==> config.mk <==
export PLATFORM = sky130hd
export DESIGN_NAME = wc_6_3_io_seq
export DESIGN_NICKNAME = d
export VERILOG_FILES = /design/src/rtl/wc_6_3_io_seq.sv
export SDC_FILE = /design/constraint.sdc
export NUM_CORES = 1
export LEC_CHECK = 0
export ABC_AREA = 1
export CORE_ASPECT_RATIO = 1.5
export CORE_MARGIN = 10
export CORE_UTILIZATION = 44
export DETAILED_ROUTE_END_ITERATION = 10
export GPL_TIMING_DRIVEN = 0
export PLACE_DENSITY = 0.76
export SYNTH_ARGS = -nofsm -noshare
export SYNTH_HDL_FRONTEND = slang
export SYNTH_SLANG_ARGS = --single-unit
==> constraint.sdc <==
create_clock -name clk -period 1.8 [get_ports clk]
set_clock_uncertainty 0.05 [all_clocks]
set_input_delay 0.36 -clock clk [delete_from_list [all_inputs] [get_ports clk]]
set_output_delay 0.36 -clock clk [all_outputs]
set_load 0.02 [all_outputs]
==> src/rtl/wc_6_3_io_seq.sv <==
// Pad-side sequencer for the WC_6_3 Winograd F(6,3) core.
// Deserialises a SYNC-led frame (taps then samples) from the D pad bus into
// parallel banks, kicks the core, then serialises the results onto Z behind a
// header word. A core that never answers is abandoned after TIMEOUT cycles.
module wc_6_3_io_seq #(
  parameter int          W       = 10,
  parameter int          N_G     = 3,
  parameter int          N_D     = 8,
  parameter int          N_Y     = 6,
  parameter logic [W-1:0] SYNC   = 10'h3FF,
  parameter logic [W-1:0] ERR    = 10'h3FE,
  parameter int          TIMEOUT = 64
) (
  input  logic             clk,
  input  logic             rst,
  input  logic [W-1:0]     D,
  output logic [W-1:0]     Z,
  output logic [N_G*W-1:0] g_out,
  output logic [N_D*W-1:0] d_out,
  output logic             core_start,
  input  logic             core_done,
  input  logic [N_Y*W-1:0] y_in,
  output logic             busy,
  output logic             err
);

  localparam int CW = $clog2(N_D);
  localparam int TW = $clog2(TIMEOUT);

  typedef enum logic [2:0] {
    IDLE, LOAD_G, LOAD_D, START, WAIT, SEND_HDR, SEND
  } state_t;

  state_t         state_q, state_d;
  logic [CW-1:0]  cnt_q, cnt_d;
  logic [CW-1:0]  cnt_inc;
  logic [TW-1:0]  timer_q, timer_d;
  logic [W-1:0]   z_q, z_d;
  logic           err_q, err_d;
  logic [W-1:0]   g_q [N_G];
  logic [W-1:0]   g_d [N_G];
  logic [W-1:0]   d_q [N_D];
  logic [W-1:0]   d_d [N_D];
  logic [W-1:0]   y_q [N_Y];
  logic [W-1:0]   y_d [N_Y];

  assign cnt_inc = cnt_q + 1'b1;

  // Next-state, bank capture and the Z word that goes with the next state.
  always_comb begin
    state_d = state_q;
    cnt_d   = cnt_q;
    timer_d = timer_q;
    z_d     = '0;
    err_d   = err_q;
    g_d     = g_q;
    d_d     = d_q;
    y_d     = y_q;
    case (state_q)
      IDLE: begin
        if (D == SYNC) begin
          state_d = LOAD_G;
          cnt_d   = '0;
          err_d   = 1'b0;
        end
      end
      LOAD_G: begin
        for (int i = 0; i < N_G; i++)
          if (cnt_q == CW'(i)) g_d[i] = D;
        if (cnt_q == CW'(N_G - 1)) begin
          state_d = LOAD_D;
          cnt_d   = '0;
        end else begin
          cnt_d = cnt_inc;
        end
      end
      LOAD_D: begin
        for (int i = 0; i < N_D; i++)
          if (cnt_q == CW'(i)) d_d[i] = D;
        if (cnt_q == CW'(N_D - 1)) begin
          state_d = START;
          cnt_d   = '0;
        end else begin
          cnt_d = cnt_inc;
        end
      end
      START: begin
        state_d = WAIT;
        timer_d = '0;
      end
      WAIT: begin
        if (core_done) begin
          for (int i = 0; i < N_Y; i++) y_d[i] = y_in[i*W +: W];
          state_d = SEND_HDR;
          z_d     = SYNC;
        end else if (timer_q == TW'(TIMEOUT - 1)) begin
          state_d = IDLE;
          z_d     = ERR;
          err_d   = 1'b1;
        end else begin
          timer_d = timer_q + 1'b1;
        end
      end
      SEND_HDR: begin
        state_d = SEND;
        cnt_d   = '0;
        z_d     = y_q[0];
      end
      SEND: begin
        if (cnt_q == CW'(N_Y - 1)) begin
          state_d = IDLE;
          cnt_d   = '0;
        end else begin
          cnt_d = cnt_inc;
          for (int i = 0; i < N_Y; i++)
            if (cnt_inc == CW'(i)) z_d = y_q[i];
        end
      end
      default: state_d = IDLE;
    endcase
  end

  // State, counters, banks and the registered Z word, with synchronous reset.
  always_ff @(posedge clk) begin
    if (rst) begin
      state_q <= IDLE;
      cnt_q   <= '0;
      timer_q <= '0;
      z_q     <= '0;
      err_q   <= 1'b0;
      g_q     <= '{default: '0};
      d_q     <= '{default: '0};
      y_q     <= '{default: '0};
    end else begin
      state_q <= state_d;
      cnt_q   <= cnt_d;
      timer_q <= timer_d;
      z_q     <= z_d;
      err_q   <= err_d;
      g_q     <= g_d;
      d_q     <= d_d;
      y_q     <= y_d;
    end
  end

  // Flatten the tap and sample banks onto the parallel core ports.
  always_comb begin
    g_out = '0;
    d_out = '0;
    for (int i = 0; i < N_G; i++) g_out[i*W +: W] = g_q[i];
    for (int i = 0; i < N_D; i++) d_out[i*W +: W] = d_q[i];
  end

  assign Z          = z_q;
  assign err        = err_q;
  assign core_start = (state_q == START);
  assign busy       = (state_q != IDLE);

endmodule
Word level (Yosys, flattened, before mapping)
Cells that the tools add are included.
{"block": "op_classes", "addsub": 2, "n_eq_ne": 28, "mux": 29, "n_reduce_logical": 23}
{"cell": "$mux W10", "n": 9}
{"cell": "$mux W3", "n": 10}
{"cell": "$pmux W10 S3", "n": 1}
{"cell": "$eq A3 B3 Y1 const B", "n": 9}
{"cell": "$reduce_and A2 Y1", "n": 13}
{"cell": "$pmux W3 S7", "n": 1}
{"cell": "$eq A3 B2 Y1 const B", "n": 6}
{"cell": "$pmux W3 S5", "n": 1}
{"cell": "$ne A2 B2 Y1 const B", "n": 7}
{"cell": "$mux W6", "n": 2}
{"cell": "$pmux W6 S2", "n": 1}
{"cell": "$eq A10 B10 Y1 const B", "n": 1}
{"cell": "$eq A3 B1 Y1 const B", "n": 3}
{"cell": "$logic_not A3 Y1", "n": 3}
{"cell": "$add A6 B1 Y6 const B", "n": 1}
{"cell": "$eq A6 B6 Y1 const B", "n": 1}
{"cell": "$reduce_and A5 Y1", "n": 1}
{"cell": "$reduce_bool A5 Y1", "n": 1}
{"cell": "$reduce_and A4 Y1", "n": 1}
{"cell": "$reduce_bool A2 Y1", "n": 2}
{"cell": "$add A3 B1 Y3 const B", "n": 1}
{"cell": "$mux W1", "n": 3}
{"cell": "$ne A3 B3 Y1 const B", "n": 1}
{"cell": "$reduce_and A3 Y1", "n": 1}
{"cell": "2 further kinds", "n": 2}
{"block": "word_totals", "ff_bits": 193, "in_bits": 73, "output_inout_bits": 123, "wordCells": 104}

Depth between registers and ports, before layout
{"block": "depth", "ltp_word": 10, "depth_mapped": 13, "depth_no_buf": 13}

Worst setup path after synthesis
OpenSTA, ideal clock, no wires.
{"block": "synth_path", "path_kind": "register to register", "startpoint": "register cnt_q[0]", "endpoint": "register z_q[8] (netlist: Z[8])", "setup_ps": 68, "arrival_time_ps": 1760, "t_required_ps": 1682, "path_slack_ps": -79, "path_stages_with_launch": 13, "path_buffers": 1, "synth_period_minus_slack_ps": 1879, "path_cell_list": "dfxtp_1 -> ha_1 -> ha_1 -> inv_2 -> nand2_1 -> buf_2 -> o21ai_0 -> inv_1 -> nand2_1 -> nand3_1 -> nand2_1 -> nand2_1 -> a21oi_2"}
{"block": "synth_between", "elab_chain_cells": 10, "word_cells_on_any_way": 16, "cone_classes": "1 x add/sub; 6 x eq/ne; 8 x mux; 1 x reduce/logical"}
{"item": "start, declared", "line_no": "35", "rtl": "logic [CW-1:0] cnt_q, cnt_d;"}
{"item": "start signal, assigned", "line_no": "136", "rtl": "cnt_q <= cnt_d;"}
{"item": "$add A3 B1 Y3", "line_no": "47", "rtl": "assign cnt_inc = cnt_q + 1'b1;"}
{"item": "$logic_not A3 Y1", "line_no": "116", "rtl": "if (cnt_inc == CW'(i)) z_d = y_q[i];"}
{"item": "$mux W10 (6 in a row)", "line_no": "116"}
{"item": "$mux W10 *", "line_no": "110", "rtl": "if (cnt_q == CW'(N_Y - 1)) begin"}
{"item": "$pmux W10 S3 *", "line_no": "59", "rtl": "case (state_q)"}
{"item": "end signal, assigned", "line_no": "138", "rtl": "z_q <= z_d;"}
{"item": "end, declared", "line_no": "38", "rtl": "logic [W-1:0] z_q, z_d;"}
Every way passes the cells marked *; elsewhere a longest branch is shown, timed or not.
A chain may end at the register's enable or synchronous reset.

Worst setup path in the final report
{"block": "layout_path", "startpoint": "register cnt_q[0]", "endpoint": "register z_q[9] (netlist: Z[9])"}
The elaborated chain is that of the path after synthesis.

==> impl_metrics.csv <==
group,metric,value,unit
route,drt_iter0_drc,481,
global_routing,grt_max_degree,21,
clocking,holdBufCountCts,0,
route,drc,0,
floorplan,row_count,59,
sta,drv_slew,0,
synth,yosys_warnings,0,
pwr,p_clk_share,31.4,%
pwr,p_per_area,1142,nW/um^2
setup_path,critPathKind,"reg2reg",
final_layout,fin_nets,1355,
clocking,clk_pin_slew_worst_paths,70,ps
sta,whs,403.6,ps
clocking,htreeDepth,4,
placed_design,placed_area,10070,um^2
sta,worst_pin_slew,767.1,ps
synth,ys_ff_latch,193,
pwr,p_int,8.092,mW
global_routing,grt_usage,21.88,%
pwr,max-vdd-ir-drop,0.9251,mV
route,vias_per_cell,5.163,
sta,setup_viol,4,
outcome,violations,"negative setup slack",
floorplan,start_util,45.01,%
final_layout,regArea,3877,um^2
floorplan,io_pins,196,
synth,synth_top_cell_area_share,49.27,%
final_layout,drive_gt1_share,12.83,%
placed_design,dpl.hpwl,19590,um
sta,fmax,537.1,MHz
synth,synth_most_common_cell,"dfxtp_1",
floorplan,die_h,183.5,um
floorplan,die_area,23670,um^2
setup_path,worstPathMaxFanout,5,
global_routing,antenna_found_initial,0,
sta,tns,-115.2,ps
final_layout,fillCellCount,1568,
placed_design,dp.cells,1459,
sta,rsz0062_at_grt,"yes",
placed_design,port-buffer-count,195,
clocking,cts_tree,"built",
sta,timing.final.ws_setup,-62.00,ps
global_routing,grt_pass1_vias,7607,
final_layout,finish.instance_area,10950,um^2
hold_path,hold_class,"reg2reg",
synth,syn-cell-area,7841,um^2
pwr,p_sw_share,35.30,%
synth,synth.top_cells.by_count,"193 x dfxtp_1, 192 x o21ai_0, 182 x nor2_1",
synth,synth_nets,1133,
setup_path,required,2100,ps
synth,synthCells,1051,
synth,yosysTopAreaCell,"dfxtp_1",
final_layout,area_delta_synth_final,39.70,%
sta,hold_viol_final,0,
floorplan,die_w,129,um
final_layout,multi_input_area,3440,um^2
final_layout,stdcell_count,1499,
sta,slew_headroom,48.86,%
clocking,root_buffer,"clkbuf_16",
final_layout,diodes,0,
clocking,clk-insertion-delay-late,430,ps
sta,finalCritPeriodShare,103.4,%
outcome,status,"finished with violations",
route,avgRoutedWirePerCell,17.67,um
floorplan,coreArea,17420,um^2
pwr,leakage,4.920,nW
setup_path,regToRegSetupSlack,-60,ps
clocking,clkSinkCount,193,
route,ant_nets,0,
clocking,numCtsBuffers,17,
route,drt-pass1-iter-count,5,
global_routing,grt_pass1_wl,40370,um
synth,synth.distinct_cells,25,
setup_path,startpoint_type,"flop",
synth,syn_area_per_cell,7.461,um^2
pwr,power,12.51,mW
placed_design,place_congestion,0.8678,
synth,ys_seq_area_share,49.27,%
pwr,p_seq_share,38.7,%
final_layout,utilization,62.88,%
route,drt-total-wl,26490,um
setup_path,cp_data_arrival_time,2170,ps
global_routing,grt-ovfl-total,0,
synth,ys.flop_type,"dfxtp_1",
setup_path,critPathCaptureType,"flop",
placed_design,dpl_worst_slack,-827.7,ps
synth,synth_edf_count,0,
clocking,ctsLongestPathBuffers,2,
pwr,switchingPower,4.416,mW
pwr,comb_power_share,29.9,%
sta,period_needed,1862,ps
synth,synth_area_leaders,"dfxtp_1 49%, o21ai_0 12%, nor2_1 8.7%",
job,maxCapViolations,0,
route,num_vias,7739,
synth,synth-async-reset-ratio,0,%
flip-flops by register name, summed over array words and instances (netlist names):
| register | flops |
|---|---|
| d_out | 80 |
| err | 1 |
| timer_q | 6 |
| state_q | 3 |
| y_q | 60 |
| cnt_q | 3 |
| Z | 10 |
| g_out | 30 |
power by group through the flow:
stage               sequential [mW]  combinational, mW  clock [mW]
floorplan                      5.16               1.85           0
global placement               4.91               3.30           0
detailed placement             4.92               3.34           0
CTS                            4.82               3.29        3.98
global route                   4.88               4.09        4.13
finish                         4.84               3.74        3.93
critical path: stages (launching register included):
cell	delay [ps]
dfxtp_4	370
ha_4	180
ha_4	240
inv_8	90
nand2_8	60
buf_6	130
o21ai_2	50
nand3_1	100
nand2_1	100
nand3_1	80
nand2_1	90
nand2_1	70
a21oi_2	170
cell type report:
class	count	area share, %
plain buffers	63	3.655
clock buffers	18	4.009
clock inverters	14	1.656
inverters	117	4.146
multi-input cells	678	31.40
flip-flops and latches	193	35.40
well taps	213	2.433
repair buffers	203	17.30
cell families (layout without fill, tap and decap cells):
group,after synthesis,count (layout),share of synthesized area [%]
compound gates,336,336,22.40
simple gates,333,333,17.22
flops,193,193,49.27
buf+inv,180,415,9.670
fa+ha+maj,9,9,1.436
timing repair:
action,in CTS,in global routing
buffers inserted,0,6
cloned,0,2
resized for setup,163,83
pin swaps,0,16
endpoints found under the setup margin,232,150
hold endpoints to repair,0,0
placed cells by master, fill, tap and decap left out, types with 8 or more instances in the layout:
cell type / instances
inv_2: 15
clkbuf_16: 18
buf_4: 8
a21oi_2: 20
buf_6: 12
a21oi_1: 111
clkdlybuf4s50_1: 82
o21ai_1: 18
nand2_2: 10
o21ai_0: 180
nor2_1: 175
inv_1: 98
dfxtp_1: 188
nand2_1: 97
nand3_1: 28
clkbuf_1: 24
dlygate4sd2_1: 111
clkbuf_2: 11
worst paths after layout:
| path | from | end | cells past startpoint |
|---|---|---|---|
| worst max-delay path | cnt_q[0] | Z[9] | 12 |
| worst min-delay path | y_q[12] | y_q[12] | 2 |
| worst max register to register | cnt_q[0] | Z[9] | 12 |
| worst min register to register | y_q[12] | y_q[12] | 2 |
metal layers:
layer | GRT usage (%) | vias up | wire length, um
li1 | - | 3850 | -
met1 | 21.56 | 3580 | 9500
met2 | 40.00 | 255 | 13760
met3 | 7.910 | 54 | 2284
met4 | 9.402 | 0 | 944
met5 | 0 | - | 0
Note: power is estimated with default switching activity, not from simulation.
